===== src/rtl/imm_enc_pkg.sv =====
// Shared types and constants for the RV64I immediate encoder.
// Formats, major opcodes and sequencer states.
package imm_enc_pkg;

    typedef enum logic [2:0] {
        FMT_R = 3'd0,
        FMT_I = 3'd1,
        FMT_S = 3'd2,
        FMT_B = 3'd3,
        FMT_U = 3'd4,
        FMT_J = 3'd5
    } fmt_t;

    typedef enum logic {
        IDLE  = 1'b0,
        EMIT2 = 1'b1
    } state_t;

    localparam logic [6:0] OP_IMM    = 7'b0010011;
    localparam logic [6:0] OP_LUI    = 7'b0110111;
    localparam logic [6:0] OP_BRANCH = 7'b1100011;
    localparam logic [6:0] OP_JAL    = 7'b1101111;
    localparam logic [6:0] OP_STORE  = 7'b0100011;
    localparam logic [6:0] OP_LOAD   = 7'b0000011;

    localparam logic signed [63:0] LI_MIN = -64'sd2147483648;
    localparam logic signed [63:0] LI_MAX = 64'sh0000_0000_7FFF_F7FF;

endpackage


===== src/rtl/imm_encoder_if.sv =====
// Request/response handshake bundle of the immediate encoder.
// master drives requests and consumes words; slave is the encoder.
interface imm_encoder_if;

    logic        in_valid;
    logic        in_ready;
    logic [2:0]  fmt;
    logic [6:0]  opcode;
    logic [2:0]  funct3;
    logic [6:0]  funct7;
    logic [4:0]  rd;
    logic [4:0]  rs1;
    logic [4:0]  rs2;
    logic [63:0] imm;
    logic        out_valid;
    logic        out_ready;
    logic [31:0] instr;
    logic        err;

    modport master (
        output in_valid, fmt, opcode, funct3, funct7,
        output rd, rs1, rs2, imm, out_ready,
        input  in_ready, out_valid, instr, err
    );

    modport slave (
        input  in_valid, fmt, opcode, funct3, funct7,
        input  rd, rs1, rs2, imm, out_ready,
        output in_ready, out_valid, instr, err
    );

endinterface


===== src/rtl/imm_pack.sv =====
// Combinational RV instruction field packer and immediate range check.
// range_ok is low for illegal formats as well.
module imm_pack
    import imm_enc_pkg::*;
(
    input  logic [2:0]  fmt,
    input  logic [6:0]  opcode,
    input  logic [2:0]  funct3,
    input  logic [6:0]  funct7,
    input  logic [4:0]  rd,
    input  logic [4:0]  rs1,
    input  logic [4:0]  rs2,
    input  logic [63:0] imm,
    output logic [31:0] word,
    output logic        range_ok
);

    logic is_r, is_i, is_s, is_b, is_u, is_j;
    logic fit12, fit13, fit21, fit32;

    assign is_r = (fmt == FMT_R);
    assign is_i = (fmt == FMT_I);
    assign is_s = (fmt == FMT_S);
    assign is_b = (fmt == FMT_B);
    assign is_u = (fmt == FMT_U);
    assign is_j = (fmt == FMT_J);

    // A value fits N signed bits when all bits above N-1 copy the sign.
    assign fit12 = (imm[63:11] == '0) || (imm[63:11] == '1);
    assign fit13 = (imm[63:12] == '0) || (imm[63:12] == '1);
    assign fit21 = (imm[63:20] == '0) || (imm[63:20] == '1);
    assign fit32 = (imm[63:31] == '0) || (imm[63:31] == '1);

    always_comb begin
        word     = '0;
        range_ok = 1'b0;
        unique case (1'b1)
            is_r: begin
                word = {funct7, rs2, rs1, funct3, rd, opcode};
                range_ok = 1'b1;
            end
            is_i: begin
                word = {imm[11:0], rs1, funct3, rd, opcode};
                range_ok = fit12;
            end
            is_s: begin
                word = {imm[11:5], rs2, rs1, funct3,
                        imm[4:0], opcode};
                range_ok = fit12;
            end
            is_b: begin
                word = {imm[12], imm[10:5], rs2, rs1, funct3,
                        imm[4:1], imm[11], opcode};
                range_ok = fit13 && !imm[0];
            end
            is_u: begin
                word = {imm[31:12], rd, opcode};
                range_ok = fit32 && (imm[11:0] == '0);
            end
            is_j: begin
                word = {imm[20], imm[10:1], imm[11],
                        imm[19:12], rd, opcode};
                range_ok = fit21 && !imm[0];
            end
            default: begin
                word     = '0;
                range_ok = 1'b0;
            end
        endcase
    end

endmodule


===== src/rtl/imm_encoder.sv =====
// Immediate encoder top: handshake, li expansion sequencer,
// single-entry output register and saturating word counter.
module imm_encoder
    import imm_enc_pkg::*;
#(
    parameter int CNT_W = 16
)(
    input  logic             clk,
    input  logic             reset,
    imm_encoder_if.slave     bus,
    output logic [CNT_W-1:0] word_count
);

    state_t           state, state_nxt;
    logic             vld_q, vld_nxt;
    logic             err_q, err_nxt;
    logic [31:0]      instr_q, instr_nxt;
    logic [11:0]      lo_q, lo_nxt;
    logic [4:0]       rd_q, rd_nxt;
    logic [CNT_W-1:0] cnt_q, cnt_nxt;

    logic [31:0] word;
    logic        range_ok;
    logic        accept, take;
    logic        li_cand, li_fit, do_exp;
    logic [19:0] hi;

    imm_pack u_pack (
        .fmt      (bus.fmt),
        .opcode   (bus.opcode),
        .funct3   (bus.funct3),
        .funct7   (bus.funct7),
        .rd       (bus.rd),
        .rs1      (bus.rs1),
        .rs2      (bus.rs2),
        .imm      (bus.imm),
        .word     (word),
        .range_ok (range_ok)
    );

    assign bus.in_ready  = (state == IDLE) && (!vld_q || bus.out_ready);
    assign bus.out_valid = vld_q;
    assign bus.instr     = instr_q;
    assign bus.err       = err_q;
    assign word_count    = cnt_q;

    assign accept = bus.in_valid && bus.in_ready;
    assign take   = vld_q && bus.out_ready;

    assign li_cand = (bus.fmt == FMT_I) && (bus.opcode == OP_IMM)
                  && (bus.funct3 == 3'b000) && (bus.rs1 == 5'd0);
    assign li_fit  = ($signed(bus.imm) >= LI_MIN)
                  && ($signed(bus.imm) <= LI_MAX);
    assign do_exp  = li_cand && !range_ok && li_fit;

    // Rounds hi up when the low 12 bits sign-extend negative in ADDI.
    assign hi = bus.imm[31:12] + {19'd0, bus.imm[11]};

    always_comb begin
        state_nxt = state;
        vld_nxt   = vld_q;
        err_nxt   = err_q;
        instr_nxt = instr_q;
        lo_nxt    = lo_q;
        rd_nxt    = rd_q;
        cnt_nxt   = cnt_q;
        if (take && !err_q && !(&cnt_q))
            cnt_nxt = cnt_q + 1'b1;
        if (take)
            vld_nxt = 1'b0;
        unique case (state)
            IDLE: begin
                if (accept) begin
                    vld_nxt = 1'b1;
                    err_nxt = 1'b0;
                    if (do_exp) begin
                        instr_nxt = {hi, bus.rd, OP_LUI};
                        lo_nxt    = bus.imm[11:0];
                        rd_nxt    = bus.rd;
                        state_nxt = EMIT2;
                    end else if (range_ok) begin
                        instr_nxt = word;
                    end else begin
                        instr_nxt = '0;
                        err_nxt   = 1'b1;
                    end
                end
            end
            EMIT2: begin
                if (bus.out_ready) begin
                    vld_nxt   = 1'b1;
                    err_nxt   = 1'b0;
                    instr_nxt = {lo_q, rd_q, 3'b000, rd_q, OP_IMM};
                    state_nxt = IDLE;
                end
            end
            default: state_nxt = IDLE;
        endcase
    end

    always_ff @(posedge clk or negedge reset) begin
        if (!reset) begin
            state   <= IDLE;
            vld_q   <= 1'b0;
            err_q   <= 1'b0;
            instr_q <= '0;
            lo_q    <= '0;
            rd_q    <= '0;
            cnt_q   <= '0;
        end else begin
            state   <= state_nxt;
            vld_q   <= vld_nxt;
            err_q   <= err_nxt;
            instr_q <= instr_nxt;
            lo_q    <= lo_nxt;
            rd_q    <= rd_nxt;
            cnt_q   <= cnt_nxt;
        end
    end

endmodule


===== src/flat_wrapper.sv =====
// flat-port wrapper written by rule: the top's interface ports become plain ports
module imm_encoder_flat import imm_enc_pkg::*;
#(
    parameter int CNT_W = 16
)
  (clk, reset, word_count, bus_in_valid, bus_fmt, bus_opcode, bus_funct3, bus_funct7, bus_rd, bus_rs1, bus_rs2, bus_imm, bus_out_ready, bus_in_ready, bus_out_valid, bus_instr, bus_err);
  imm_encoder_if bus_i ();
  input  logic clk;
  input  logic reset;
  output logic [CNT_W-1:0] word_count;
  input wire logic [$bits(bus_i.in_valid)-1:0] bus_in_valid;
  input wire logic [$bits(bus_i.fmt)-1:0] bus_fmt;
  input wire logic [$bits(bus_i.opcode)-1:0] bus_opcode;
  input wire logic [$bits(bus_i.funct3)-1:0] bus_funct3;
  input wire logic [$bits(bus_i.funct7)-1:0] bus_funct7;
  input wire logic [$bits(bus_i.rd)-1:0] bus_rd;
  input wire logic [$bits(bus_i.rs1)-1:0] bus_rs1;
  input wire logic [$bits(bus_i.rs2)-1:0] bus_rs2;
  input wire logic [$bits(bus_i.imm)-1:0] bus_imm;
  input wire logic [$bits(bus_i.out_ready)-1:0] bus_out_ready;
  output wire logic [$bits(bus_i.in_ready)-1:0] bus_in_ready;
  output wire logic [$bits(bus_i.out_valid)-1:0] bus_out_valid;
  output wire logic [$bits(bus_i.instr)-1:0] bus_instr;
  output wire logic [$bits(bus_i.err)-1:0] bus_err;
  assign bus_i.in_valid = bus_in_valid;
  assign bus_i.fmt = bus_fmt;
  assign bus_i.opcode = bus_opcode;
  assign bus_i.funct3 = bus_funct3;
  assign bus_i.funct7 = bus_funct7;
  assign bus_i.rd = bus_rd;
  assign bus_i.rs1 = bus_rs1;
  assign bus_i.rs2 = bus_rs2;
  assign bus_i.imm = bus_imm;
  assign bus_i.out_ready = bus_out_ready;
  assign bus_in_ready = bus_i.in_ready;
  assign bus_out_valid = bus_i.out_valid;
  assign bus_instr = bus_i.instr;
  assign bus_err = bus_i.err;
  imm_encoder #(.CNT_W(CNT_W)) u_core (.clk(clk), .reset(reset), .bus(bus_i), .word_count(word_count));
endmodule

===== config.mk =====
export PLATFORM = sky130hd
export DESIGN_NAME = imm_encoder_flat
export DESIGN_NICKNAME = d
export VERILOG_FILES = /design/src/rtl/imm_enc_pkg.sv /design/src/rtl/imm_encoder_if.sv /design/src/rtl/imm_pack.sv /design/src/rtl/imm_encoder.sv /design/src/flat_wrapper.sv
export SDC_FILE = /design/constraint.sdc
export NUM_CORES = 1
export LEC_CHECK = 0
export ABC_AREA = 0
export CAP_MARGIN = 30
export CORE_MARGIN = 1.5
export CORE_UTILIZATION = 49
export DETAILED_ROUTE_END_ITERATION = 10
export PLACE_DENSITY = 0.86
export SLEW_MARGIN = 5
export SYNTH_ARGS = -nofsm -noshare
export SYNTH_HDL_FRONTEND = slang
export SYNTH_SLANG_ARGS = --single-unit

===== constraint.sdc =====
create_clock -name clk -period 6.5 [get_ports clk]
set_clock_uncertainty 0.2 [all_clocks]
set_input_delay 1.3 -clock clk [delete_from_list [all_inputs] [get_ports clk]]
set_output_delay 1.3 -clock clk [all_outputs]
set_load 0.1 [all_outputs]

# [Word level (Yosys, flattened, before mapping)]
# Cells that the tools add are included.
[word_totals] out_inout_bits=51 word_cells=80 in_bits=103 regBits=68
[op_classes] n_bitwise=1 n_addsub=2 magnitude_cmp=2 n_reduce_logical=36 n_eq_ne=12 mux=20
[op_table] op="$pmux 32 s6" n=1
[op_table] op="$mux 32" n=4
[op_table] op="$ge 64x32->1 const B" n=1
[op_table] op="$le 64x32->1 const B" n=1
[op_table] op="$pmux 32 s2" n=1
[op_table] op="$eq 53x53->1 const B" n=1
[op_table] op="$logic_not 53->1" n=1
[op_table] op="$eq 52x52->1 const B" n=1
[op_table] op="$logic_not 52->1" n=1
[op_table] op="$eq 44x44->1 const B" n=1
[op_table] op="$logic_not 44->1" n=1
[op_table] op="$eq 33x33->1 const B" n=1
[op_table] op="$logic_not 33->1" n=1
[op_table] op="$add 20x1->20" n=1
[op_table] op="$add 16x1->16 const B" n=1
[op_table] op="$reduce_and 16->1" n=1
[op_table] op="$logic_and 1x1->1" n=14
[op_table] op="$logic_not 12->1" n=1
[op_table] op="$mux 1" n=10
[op_table] op="$eq 7x5->1 const B" n=1
[op_table] op="$eq 3x2->1 const B" n=2
[op_table] op="$eq 3x3->1 const B" n=2
[op_table] op="$logic_not 3->1" n=2
[op_table] op="$pmux 1 s2" n=3
[op_table] op="other kinds (11)" n=19

# [Depth between registers and ports, before layout]
# Gate-level depths: netlist of the first run.
[logic_depth] depth_word=10 mapped_depth=12 ltp_nobuf=10

# [Hierarchy]
# Synthesis of the first run repeated with hierarchy kept, for this count alone.
[hier_totals] hier_cells=488 area_unflattened_um2=4599.4
[modules_own_cells] mod="imm_encoder" seq_area_each_um2=1701.6 cells_each=351 area_per_inst_um2=3709.8 instances=1
[modules_own_cells] mod="imm_pack" seq_area_each_um2=0.0 cells_each=137 area_per_inst_um2=889.6 instances=1

# [Least setup slack after synthesis of the first run]
# No wires, ideal clock.
[synth_path] path_type="input port to flip-flop" start="input port bus_out_ready" end="register u_core.lo_q[0]" stages=6 path_buffers=1 setup_ns=0.125 path_slack_ns=1.912 t_required_ns=6.175 arrival_time_ns=4.263 path_cell_list="inv_1 a21oi_1 nand2_1 nor3_1 buf_4 mux2_2"
[synth_via] elab_chain_len=4
[synth_lines] item="start: declaration" line_no="flat_wrapper.sv:20" rtl="input wire logic [$bits(bus_i.out_ready)-1:0] bus_out_ready;"
[synth_lines] item="$logic_or 1x1->1" line_no="imm_encoder.sv:41" rtl="assign bus.in_ready = (state == IDLE) && (!vld_q || bus.out_ready);"
[synth_lines] item="$logic_and 1x1->1" line_no="imm_encoder.sv:41"
[synth_lines] item="via bus_in_ready" line_no="flat_wrapper.sv:21" rtl="output wire logic [$bits(bus_i.in_ready)-1:0] bus_in_ready;"
[synth_lines] item="$logic_and 1x1->1" line_no="imm_encoder.sv:47" rtl="assign accept = bus.in_valid && bus.in_ready;"
[synth_lines] item="$reduce_and 3->1 (no line)"
[synth_lines] item="end signal: assignment" line_no="imm_encoder.sv:115" rtl="lo_q <= lo_nxt;"
[synth_lines] item="end: declaration" line_no="imm_encoder.sv:18" rtl="logic [11:0] lo_q, lo_nxt;"
# The timed path passes the listed nets, and every way through them passes these cells.
# A chain may end at the register's enable or synchronous reset.

# [Worst setup path after layout of the first run]
[layout_path] start="input port bus_out_ready" end="output port bus_in_ready"
[layout_via] elab_chain_len=2
[layout_lines] item="$logic_or 1x1->1" line_no="imm_encoder.sv:41"
[layout_lines] item="$logic_and 1x1->1" line_no="imm_encoder.sv:41"
[layout_lines] item="end: declaration" line_no="flat_wrapper.sv:21"
# Every way passes these cells.

==> results of run 1 <==
path summary, 6_finish.rpt:
kind	startpoint	endpoint
worst max-delay path	bus_out_ready	bus_in_ready
worst min-delay path	u_core.bus.instr[23]$_DFFE_PN0P_	u_core.bus.instr[23]$_DFFE_PN0P_
worst max register to register	u_core.state$_DFF_PN0_	u_core.bus.instr[19]$_DFFE_PN0P_
worst min register to register	u_core.bus.instr[23]$_DFFE_PN0P_	u_core.bus.instr[23]$_DFFE_PN0P_
max in group asynchronous	reset	u_core.bus.instr[26]$_DFFE_PN0P_
min in group asynchronous	reset	u_core.word_count[0]$_DFFE_PN0P_
cells by family (layout without fill, tap and decap cells):
| group | count (synthesis) | in the layout |
|---|---|---|
| AOI/OAI and AO/OA | 130 | 130 |
| muxes | 23 | 23 |
| and+or+nand+nor | 181 | 181 |
| buffers and inverters | 38 | 189 |
| xor gates and xnor gates | 28 | 28 |
| DFF | 68 | 68 |
| adders and majority gates | 4 | 4 |
critical path: stages:
cell             delay, ns
clkdlybuf4s50_1       0.55
inv_1                 0.09
a21oi_1               0.34
clkdlybuf4s50_1       1.22
Yosys cell counts (6+ instances only):
cell	instances	area share
nor2_1	24	0.021
nor4_1	18	0.026
dfrtp_1	68	0.40
inv_1	12	0.011
nor3_1	13	0.015
and3_1	8	0.012
nand3_1	15	0.018
nand2_1	59	0.052
a21oi_1	9	0.011
xor2_1	10	0.021
a22oi_1	17	0.030
o21ai_0	44	0.052
xnor2_1	18	0.037
o22ai_1	7	0.010
nand4_1	17	0.025
a211oi_1	13	0.023
clkbuf_1	14	0.012
buf_4	6	0.011
mux2_2	21	0.056
a222oi_1	9	0.021
a31oi_1	6	0.0088
power groups by stage:
stage | Combinational [mW] | Clock (mW) | Sequential, mW
global placement | 0.474 | 0 | 0.488
detailed placement | 0.480 | 0 | 0.490
finish | 0.482 | 0.391 | 0.482
global route | 0.504 | 0.410 | 0.486
CTS | 0.480 | 0.392 | 0.482
floorplan | 0.0940 | 0 | 0.696
registers in the layout, summed over array words and instances, names as in the netlist:
name and flops:
u_core.bus.err 1, u_core.bus.instr 32, u_core.rd_q 5, u_core.word_count 16
u_core.lo_q 12, u_core.state 1, u_core.bus.out_valid 1
area by class of cell:
| cell class | count | area share |
|---|---|---|
| Timing Repair Buffer | 161 | 0.261 |
| Clock inverter | 7 | 0.0163 |
| Multi-Input combinational cell | 366 | 0.393 |
| Tap cell | 105 | 0.0216 |
| Inverter | 12 | 0.00742 |
| Clock buffer | 9 | 0.0204 |
| Sequential cell | 68 | 0.280 |
through the flow:
stage	util	total power, mW	hold WS, ns	area, sq um	cells
after floorplan	-	0.790	0.275	4250	472
after global placement	0.705	0.962	0.263	5850	712
after detailed placement	0.705	0.970	0.275	5850	712
after CTS	0.732	1.35	0.293	6070	728
after global routing	0.732	1.40	0.312	6070	728
final	0.732	1.35	0.292	6070	728
per-layer routing:
layer / wire (um) / global-route usage / share of wire
met1: 5490 / 0.394 / 0.40
met3: 1280 / 0.0466 / 0.093
met2: 6540 / 0.490 / 0.48
met4: 420 / 0.134 / 0.031
met5: 0 / 0 / 0
==> flow_summary_export.csv, run 1 <==
group,metric,value,unit
power_and_ir_drop,p_sw_frac,0.395,
power_and_ir_drop,switchingPower,0.535,mW
clock_tree,cts.clk_slew.worst_paths,0.07,ns
clock_tree,cts_resized,0,
synthesis,synth_top_family_by_area,"simple AND/OR/NAND/NOR gates",
clock_tree,clock_path_buffers,2,
layout,areaGrowthSynthToFinish,42.9,%
timing,finalCritPeriodShare,0.770,
layout,diodes,0,
global_route,grt_start_max_net_pins,69,
synthesis,synth-main-ff-cell,"dfrtp_1",
min_path,hold_class,"register to register",
route,first_iter_violations,489,
synthesis,synth_edf_count,0,
power_and_ir_drop,p_leak,2.41,nW
timing,report.final.hold_viol_count,0,
layout,multi_input_area,2390,sq um
clock_tree,cts_hold_buf,0,
route,route.detailed.drc,0,
worst_setup_path,rrSetupSlack,3.55,ns
worst_setup_path,start_kind,"input pin",
timing,worst_slack,1.49,ns
layout,layout_common_cells,"clkdlybuf4s50_1 (152), dfrtp_1 (68), nand2_1 (59), o21ai_0 (44), nor2_1 (24)",
placed_design,routabilityCongestion,0.945,
synthesis,yosysUniqueCellTypes,54,
floorplan,die_w,96.1,um
run_status,run_status,"finished, final reports clean",
timing,maxSlewViolCount,0,
power_and_ir_drop,pwr-share-comb,0.356,
placed_design,post-dp-hpwl,10500,um
global_route,grt_usage,0.301,
timing,fmax,200,MHz
synthesis,synth-seq-cells,68,
route,drt-vias-per-instance,6.41,
placed_design,numPortBuffers,153,
synthesis,synthAdderAreaFrac,0.0118,
timing,slew-limit-headroom,0.324,
global_route,grt.overflow.total,0,
flow_run,cap_violations,0,
clock_tree,postCtsSetupBuffers,0,
power_and_ir_drop,ir_worst_vdd,0.000156,V
clock_tree,clk_latency,0.35,ns
worst_setup_path,reg2reg_depth,6,
synthesis,synth_area,4250,sq um
timing,rsz0062_at_grt,"no",
synthesis,ys_warn_count,0,
synthesis,synthXorXnorAreaFrac,0.0577,
floorplan,die_y,96.1,um
floorplan,initial_core_util,0.512,
route,dr.pass1.iters,8,
placed_design,place_ws,1.35,ns
synthesis,synth_compound_area_frac,0.208,
synthesis,muxShareOfSynthArea,0.0603,
clock_tree,cts.sinks,68,
layout,nFillCells,619,
route,avgRoutedWirePerCell,18.9,um
layout,final_common_cell,"clkdlybuf4s50_1",
worst_setup_path,critPathRequiredTime,5.00,ns
timing,finalCriticalPeriod,5.01,ns
route,vias,4669,
synthesis,syn_nets,579,
timing,worstMarginPinSlew,1.01,ns
floorplan,num_rows,33,
route,wirelength,13700,um
clock_tree,cts_buffers,9,
synthesis,ys_seq_area_frac,0.400,
power_and_ir_drop,powerDensity,223,nW/um^2
clock_tree,cts_root_buf,"clkbuf_8",
route,ant_nets,0,
global_route,antenna_found_initial,0,
worst_setup_path,critPathMaxFanout,4,
clock_tree,h-tree-depth,3,
synthesis,avgSynthCellArea,9.00,sq um
synthesis,netlist_instances,472,
worst_setup_path,cp.arrival,3.51,ns
clock_tree,cts_tree,"built",
floorplan,core_area,8300,sq um
power_and_ir_drop,seq_power_share,0.355,
floorplan,ios,154,
timing,setup_viol,0,
layout,fin_nets,725,
worst_setup_path,crit_type,"input pin to output pin",
synthesis,synth-simple-area-share,0.222,
min_path,hold_path_depth,2,
timing,tns,0,ns
layout,regArea,1700,sq um
layout,drive_gt1_frac,0.0915,
synthesis,synthArstFlopShare,1.00,
global_route,grt_pass1_wl,21300,um
worst_setup_path,cp-end-kind,"output pin",
global_route,grt_pass1_vias,4341,
power_and_ir_drop,p_int,0.819,mW
floorplan,die_area,9240,sq um
power_and_ir_drop,pwr-share-clk,0.289,
No activity file was read; power rests on OpenSTA's default activity.
==> run 2: changes to the inputs <==
--- a/config.mk
+++ b/config.mk
@@ -8,9 +8,9 @@
 export ABC_AREA = 0
 export CAP_MARGIN = 30
 export CORE_MARGIN = 1.5
-export CORE_UTILIZATION = 49
+export CORE_UTILIZATION = 41
 export DETAILED_ROUTE_END_ITERATION = 10
-export PLACE_DENSITY = 0.86
+export PLACE_DENSITY = 0.76
 export SLEW_MARGIN = 5
 export SYNTH_ARGS = -nofsm -noshare
 export SYNTH_HDL_FRONTEND = slang
==> constraint.sdc (replaced) <==
create_clock -name clk -period 4.2 [get_ports clk]
set_clock_uncertainty 0.2 [all_clocks]
set_input_delay 0.84 -clock clk [delete_from_list [all_inputs] [get_ports clk]]
set_output_delay 0.84 -clock clk [all_outputs]
set_load 0.1 [all_outputs]
==> run 2 against run 1 <==
Net effect:
- routed wire length grew 6.2%
- die area up 19%
- flip-flop and latch count stayed put
- combinational power up 58%
- critical path type is now input pin to register
- largest power group is now combinational logic
==> flow_summary_export.csv, run 2 (synthesis results as in run 1) <==
group,metric,value,unit
clock_tree,postCtsSetupBuffers,0,
clock_tree,clk_latency,0.35,ns
global_route,grt.overflow.total,0,
run_status,run_status,"finished, final reports clean",
timing,worstMarginPinSlew,1.00,ns
power_and_ir_drop,powerDensity,340,nW/um^2
route,drt-vias-per-instance,5.96,
floorplan,initial_core_util,0.429,
timing,report.final.hold_viol_count,0,
flow_run,cap_violations,0,
placed_design,numPortBuffers,153,
route,avgRoutedWirePerCell,18.8,um
clock_tree,cts_buffers,9,
global_route,antenna_found_initial,0,
placed_design,placed_area,6050,sq um
placed_design,place_ws,-0.0737,ns
timing,maxSlewViolCount,0,
placed_design,routabilityCongestion,0.943,
clock_tree,cts_resized,0,
power_and_ir_drop,total_power,2.14,mW
timing,setup_viol,0,
route,wirelength,14600,um
worst_setup_path,critPathRequiredTime,4.23,ns
timing,rsz0062_at_grt,"no",
worst_setup_path,start_kind,"input pin",
route,ant_nets,0,
timing,finalCriticalPeriod,3.74,ns
floorplan,ios,154,
clock_tree,h-tree-depth,3,
worst_setup_path,critPathTopFamily,"buffers and inverters",
floorplan,die_y,105,um
global_route,grt_pass1_vias,4601,
layout,areaGrowthSynthToFinish,48.2,%
worst_setup_path,slowest_delay,0.57,ns
floorplan,die_w,105,um
worst_setup_path,path_cells,"clkdlybuf4s50_1 > ha_1 > and3_2 > nand3_4 > nor3_4 > nand3_2 > o21a_1 > o211ai_2 > buf_4 > nor3_1 > a211oi_1 > o21ai_0",
route,dr.pass1.iters,8,
global_route,grt_start_max_net_pins,34,
route,route.detailed.drc,0,
worst_setup_path,cp-end-kind,"register",
placed_design,dp.cells,760,
global_route,grt_pass1_wl,23300,um
power_and_ir_drop,ir_worst_vdd,0.000350,V
clock_tree,cts_hold_buf,0,
min_path,hold_class,"input pin to asynchronous set/reset pin",
layout,fin_nets,746,
worst_setup_path,crit_type,"input pin to register",
clock_tree,cts_tree,"built",
route,first_iter_violations,439,
layout,layout_common_cells,"clkdlybuf4s50_1 (151), dfrtp_1 (68), nand2_1 (59), o21ai_0 (44), buf_4 (27)",
floorplan,core_area,9910,sq um
layout,nFillCells,834,
timing,fmax,267,MHz
clock_tree,cts_root_buf,"clkbuf_8",
clock_tree,clock_path_buffers,2,
timing,worst_slack,0.461,ns
worst_setup_path,critPathMaxFanout,33,
layout,final_cells,777,
worst_setup_path,crit_buf_inv,2,
placed_design,post-dp-hpwl,11300,um
timing,slew-limit-headroom,0.332,
timing,tns,0,ns
layout,final_common_cell,"clkdlybuf4s50_1",
floorplan,num_rows,36,
layout,diodes,0,
power_and_ir_drop,p_leak,2.53,nW
timing,finalCritPeriodShare,0.890,
global_route,grt_usage,0.266,
worst_setup_path,cp.arrival,3.76,ns
clock_tree,cts.sinks,68,
floorplan,die_area,11000,sq um
route,vias,4632,
layout,fin_area,6300,sq um
layout,drive_gt1_frac,0.123,
layout,largest_reg_flops,32,
worst_setup_path,slowest_stage,"clkdlybuf4s50_1",
layout,post-route-util,0.636,
timing,whs,0.229,ns
clock_tree,cts.clk_slew.worst_paths,0.08,ns
## run 2: changes by cell type in the layout (fill, tap and decap cells not counted)
cell / previous run / this run
buf_8: 0 / 1
buf_4: 8 / 27
clkinvlp_4: 1 / 0
clkbuf_8: 9 / 12
buf_12: 0 / 1
clkdlybuf4s50_1: 152 / 151
clkinv_4: 2 / 1
## run 2: report_power, final
group	total, mW	internal (mW)	switching (mW)
Sequential	0.748	0.699	0.0495
Combinational	0.762	0.244	0.518
Clock	0.632	0.369	0.263
Total	2.14	1.31	0.831
## run 2: path summary, 6_finish.rpt
kind / from / to / slack [ns] / cells past startpoint
worst min register to register: u_core.bus.instr[31]$_DFFE_PN0P_ / u_core.bus.instr[31]$_DFFE_PN0P_ / 0.28 / 2
max in group asynchronous: reset / u_core.bus.instr[23]$_DFFE_PN0P_ / 2.88 / 2
worst max register to register: u_core.state$_DFF_PN0_ / u_core.bus.instr[19]$_DFFE_PN0P_ / 1.56 / 7
worst max-delay path: bus_imm[12] / u_core.bus.instr[26]$_DFFE_PN0P_ / 0.46 / 12
min in group clk: u_core.bus.instr[31]$_DFFE_PN0P_ / u_core.bus.instr[31]$_DFFE_PN0P_ / 0.28 / 2
worst min-delay path: reset / u_core.word_count[2]$_DFFE_PN0P_ / 0.23 / 1
## run 2: area by class of cell
| class | instances | area, sq um | share of cell area |
|---|---|---|---|
| clock inverter | 5 | 82.6 | 0.0131 |
| sequential | 68 | 1700 | 0.270 |
| timing repair buffer | 182 | 1770 | 0.281 |
| inverter | 12 | 45.0 | 0.00715 |
| multi-input combinational | 366 | 2390 | 0.379 |
| tap | 133 | 166 | 0.0264 |
| clock buffer | 11 | 151 | 0.0240 |
## run 2: per-layer routing
layer	vias to the layer above	wire length, um	share of wire	global-route usage
li1	2126	-	-	-
met2	233	7380	0.51	0.462
met5	-	0	0	0
met3	28	973	0.067	0.0362
met1	2245	5950	0.41	0.338
met4	0	269	0.018	0.0890
## run 2: worst register-to-register path, stage by stage (launching register included)
cell and delay, ns:
dfrtp_1 0.74, inv_1 0.38, nor2_1 0.18, buf_4 0.20, a21oi_2 0.14, buf_8 0.22, a222oi_1 0.32, o31ai_1 0.12
==> run 3: changes to the inputs <==
--- a/config.mk
+++ b/config.mk
@@ -10,6 +10,7 @@
 export CORE_MARGIN = 1.5
 export CORE_UTILIZATION = 41
 export DETAILED_ROUTE_END_ITERATION = 10
+export GPL_TIMING_DRIVEN = 0
 export PLACE_DENSITY = 0.76
 export SLEW_MARGIN = 5
 export SYNTH_ARGS = -nofsm -noshare
==> run 3 against run 2 <==
Net effect:
- routed wire length up 2.3%
- final cell count down 0.64%
- combinational power down 0.8%
- final area down 2.7%
- count of clock-buffer cells in the layout up 1
- worst hold slack better by 0.050 ns
- worst setup slack worse by 0.24 ns
- flip-flop and latch count unchanged
- utilization down 1.7 points
- critical path depth down 8
- total power down 3.3%
- critical endpoint is now bus_in_ready
- highest routed layer unchanged
==> flow_summary_export.csv, run 3 (synthesis results as in run 1) <==
group,metric,value,unit
clock_tree,cts.sinks,68,
worst_setup_path,reg2reg_to,"u_core.word_count[10]$_DFFE_PN0P_",
timing,setup_viol,0,
global_route,antenna_found_initial,0,
power_and_ir_drop,pwr-share-comb,0.365,
layout,final_common_cell,"clkdlybuf4s50_1",
worst_setup_path,critPathMaxFanout,4,
worst_setup_path,cp-end-kind,"output pin",
worst_setup_path,slowest_delay,1.21,ns
worst_setup_path,reg2reg_depth,7,
layout,post-route-util,0.618,
clock_tree,clk_latency,0.36,ns
clock_tree,cts_hold_buf,0,
clock_tree,postCtsSetupBuffers,0,
global_route,grt_start_max_net_pins,69,
floorplan,die_w,105,um
power_and_ir_drop,p_sw_frac,0.403,
timing,maxSlewViolCount,0,
min_path,holdCritStartpoint,"u_core.bus.instr[29]$_DFFE_PN0P_",
power_and_ir_drop,pwr-share-clk,0.275,
timing,finalCriticalPeriod,3.98,ns
placed_design,dp.cells,756,
placed_design,routabilityCongestion,0.930,
global_route,grt_usage,0.271,
run_status,run_status,"finished, final reports clean",
route,vias,4673,
clock_tree,cts_tree,"built",
floorplan,initial_core_util,0.429,
global_route,grt_pass1_vias,4713,
route,dr.pass1.iters,6,
clock_tree,h-tree-depth,3,
placed_design,numPortBuffers,151,
layout,areaGrowthSynthToFinish,44.2,%
timing,tns,0,ns
placed_design,placed_area,5930,sq um
worst_setup_path,cpMostUsedCell,"clkdlybuf4s50_1",
layout,layout_common_cells,"clkdlybuf4s50_1 (150), dfrtp_1 (68), nand2_1 (59), o21ai_0 (44), nor2_1 (24)",
route,avgRoutedWirePerCell,19.3,um
layout,nFillCells,862,
flow_run,cap_violations,0,
clock_tree,cts_resized,0,
worst_setup_path,cp.arrival,2.94,ns
layout,diodes,0,
worst_setup_path,slowest_stage,"clkdlybuf4s50_1",
floorplan,num_rows,36,
worst_setup_path,path_cells,"clkdlybuf4s50_1 > inv_1 > a21oi_1 > clkdlybuf4s50_1",
power_and_ir_drop,p_int,1.24,mW
floorplan,ios,154,
power_and_ir_drop,p_leak,2.43,nW
worst_setup_path,rrSetupSlack,1.63,ns
floorplan,die_y,105,um
layout,final_cells,772,
layout,drive_gt1_frac,0.0892,
timing,rsz0062_at_grt,"no",
min_path,min_to,"u_core.bus.instr[29]$_DFFE_PN0P_",
worst_setup_path,critPathRequiredTime,3.16,ns
clock_tree,clock_path_buffers,2,
power_and_ir_drop,powerDensity,338,nW/um^2
min_path,hold_path_depth,2,
floorplan,die_area,11000,sq um
timing,slew-limit-headroom,0.333,
timing,finalCritPeriodShare,0.948,
placed_design,post-dp-hpwl,11600,um
layout,largest_reg_flops,32,
worst_setup_path,start_kind,"input pin",
clock_tree,cts.clk_slew.worst_paths,0.07,ns
power_and_ir_drop,total_power,2.07,mW
min_path,hold_class,"register to register",
route,route.detailed.drc,0,
timing,report.final.hold_viol_count,0,
worst_setup_path,crit_type,"input pin to output pin",
layout,fin_nets,741,
floorplan,core_area,9910,sq um
route,drt-vias-per-instance,6.05,
route,wirelength,14900,um
global_route,grt_pass1_wl,23500,um
global_route,grt.overflow.total,0,
route,first_iter_violations,405,
power_and_ir_drop,ir_worst_vdd,0.000530,V
timing,worstMarginPinSlew,0.998,ns
clock_tree,cts_root_buf,"clkbuf_8",
power_and_ir_drop,seq_power_share,0.360,
timing,fmax,251,MHz
power_and_ir_drop,switchingPower,0.835,mW
route,ant_nets,0,
layout,fin_area,6130,sq um
clock_tree,cts_buffers,9,
worst_setup_path,rr_startpoint,"u_core.word_count[0]$_DFFE_PN0P_",
-- run 3: area by class of cell --
class                   count  area (sq um)  share of cell area
flip-flops and latches     68          1700               0.278
plain buffers              26           126              0.0206
repair buffers            151          1510               0.246
clock buffers              12           155              0.0253
well taps                 133           166              0.0272
multi-input cells         366          2380               0.388
clock inverters             4          47.5             0.00776
inverters                  12          45.0             0.00735
-- run 3: worst max-delay path by stage --
stage / startpoint / endpoint / slack [ns] / depth (start not counted)
after floorplan: bus_out_ready / u_core.lo_q[0]$_DFFE_PN0P_ / 0.07 / 6
after global placement: reset / u_core.bus.instr[26]$_DFFE_PN0P_ / -0.17 / 1
after detailed placement: bus_imm[11] / u_core.bus.instr[30]$_DFFE_PN0P_ / 0.13 / 11
after CTS: bus_out_ready / bus_in_ready / 0.23 / 4
after global routing: bus_out_ready / bus_in_ready / 0.11 / 4
final: bus_out_ready / bus_in_ready / 0.22 / 4
-- run 3: through the flow --
stage	worst slack [ns]	hold slack [ns]
final	0.220	0.279
after global routing	0.109	0.314
after CTS	0.229	0.286
after detailed placement	0.129	0.276
after global placement	-0.172	0.267
after floorplan	0.0718	0.275
-- run 3: worst max-delay path: cells and delay by family --
kind	cells	cell delay, ns
buffers and inverters	3	1.81
AOI/OAI and AO/OA	1	0.29
-- run 3: per-layer routing --
metal  up-vias  track usage  share of wire
li1       2116            -              -
met1      2226        0.338           0.40
met2       291        0.467           0.49
met3        40       0.0536          0.087
met4         0       0.0939          0.023
met5         -            0              0
-- run 3: power by group through the flow --
stage | combinational, mW | clock [mW] | sequential [mW]
floorplan | 0.145 | 0 | 1.08
global route | 0.786 | 0.593 | 0.753
CTS | 0.755 | 0.567 | 0.747
global placement | 0.743 | 0 | 0.757
detailed placement | 0.753 | 0 | 0.759
finish | 0.756 | 0.569 | 0.747
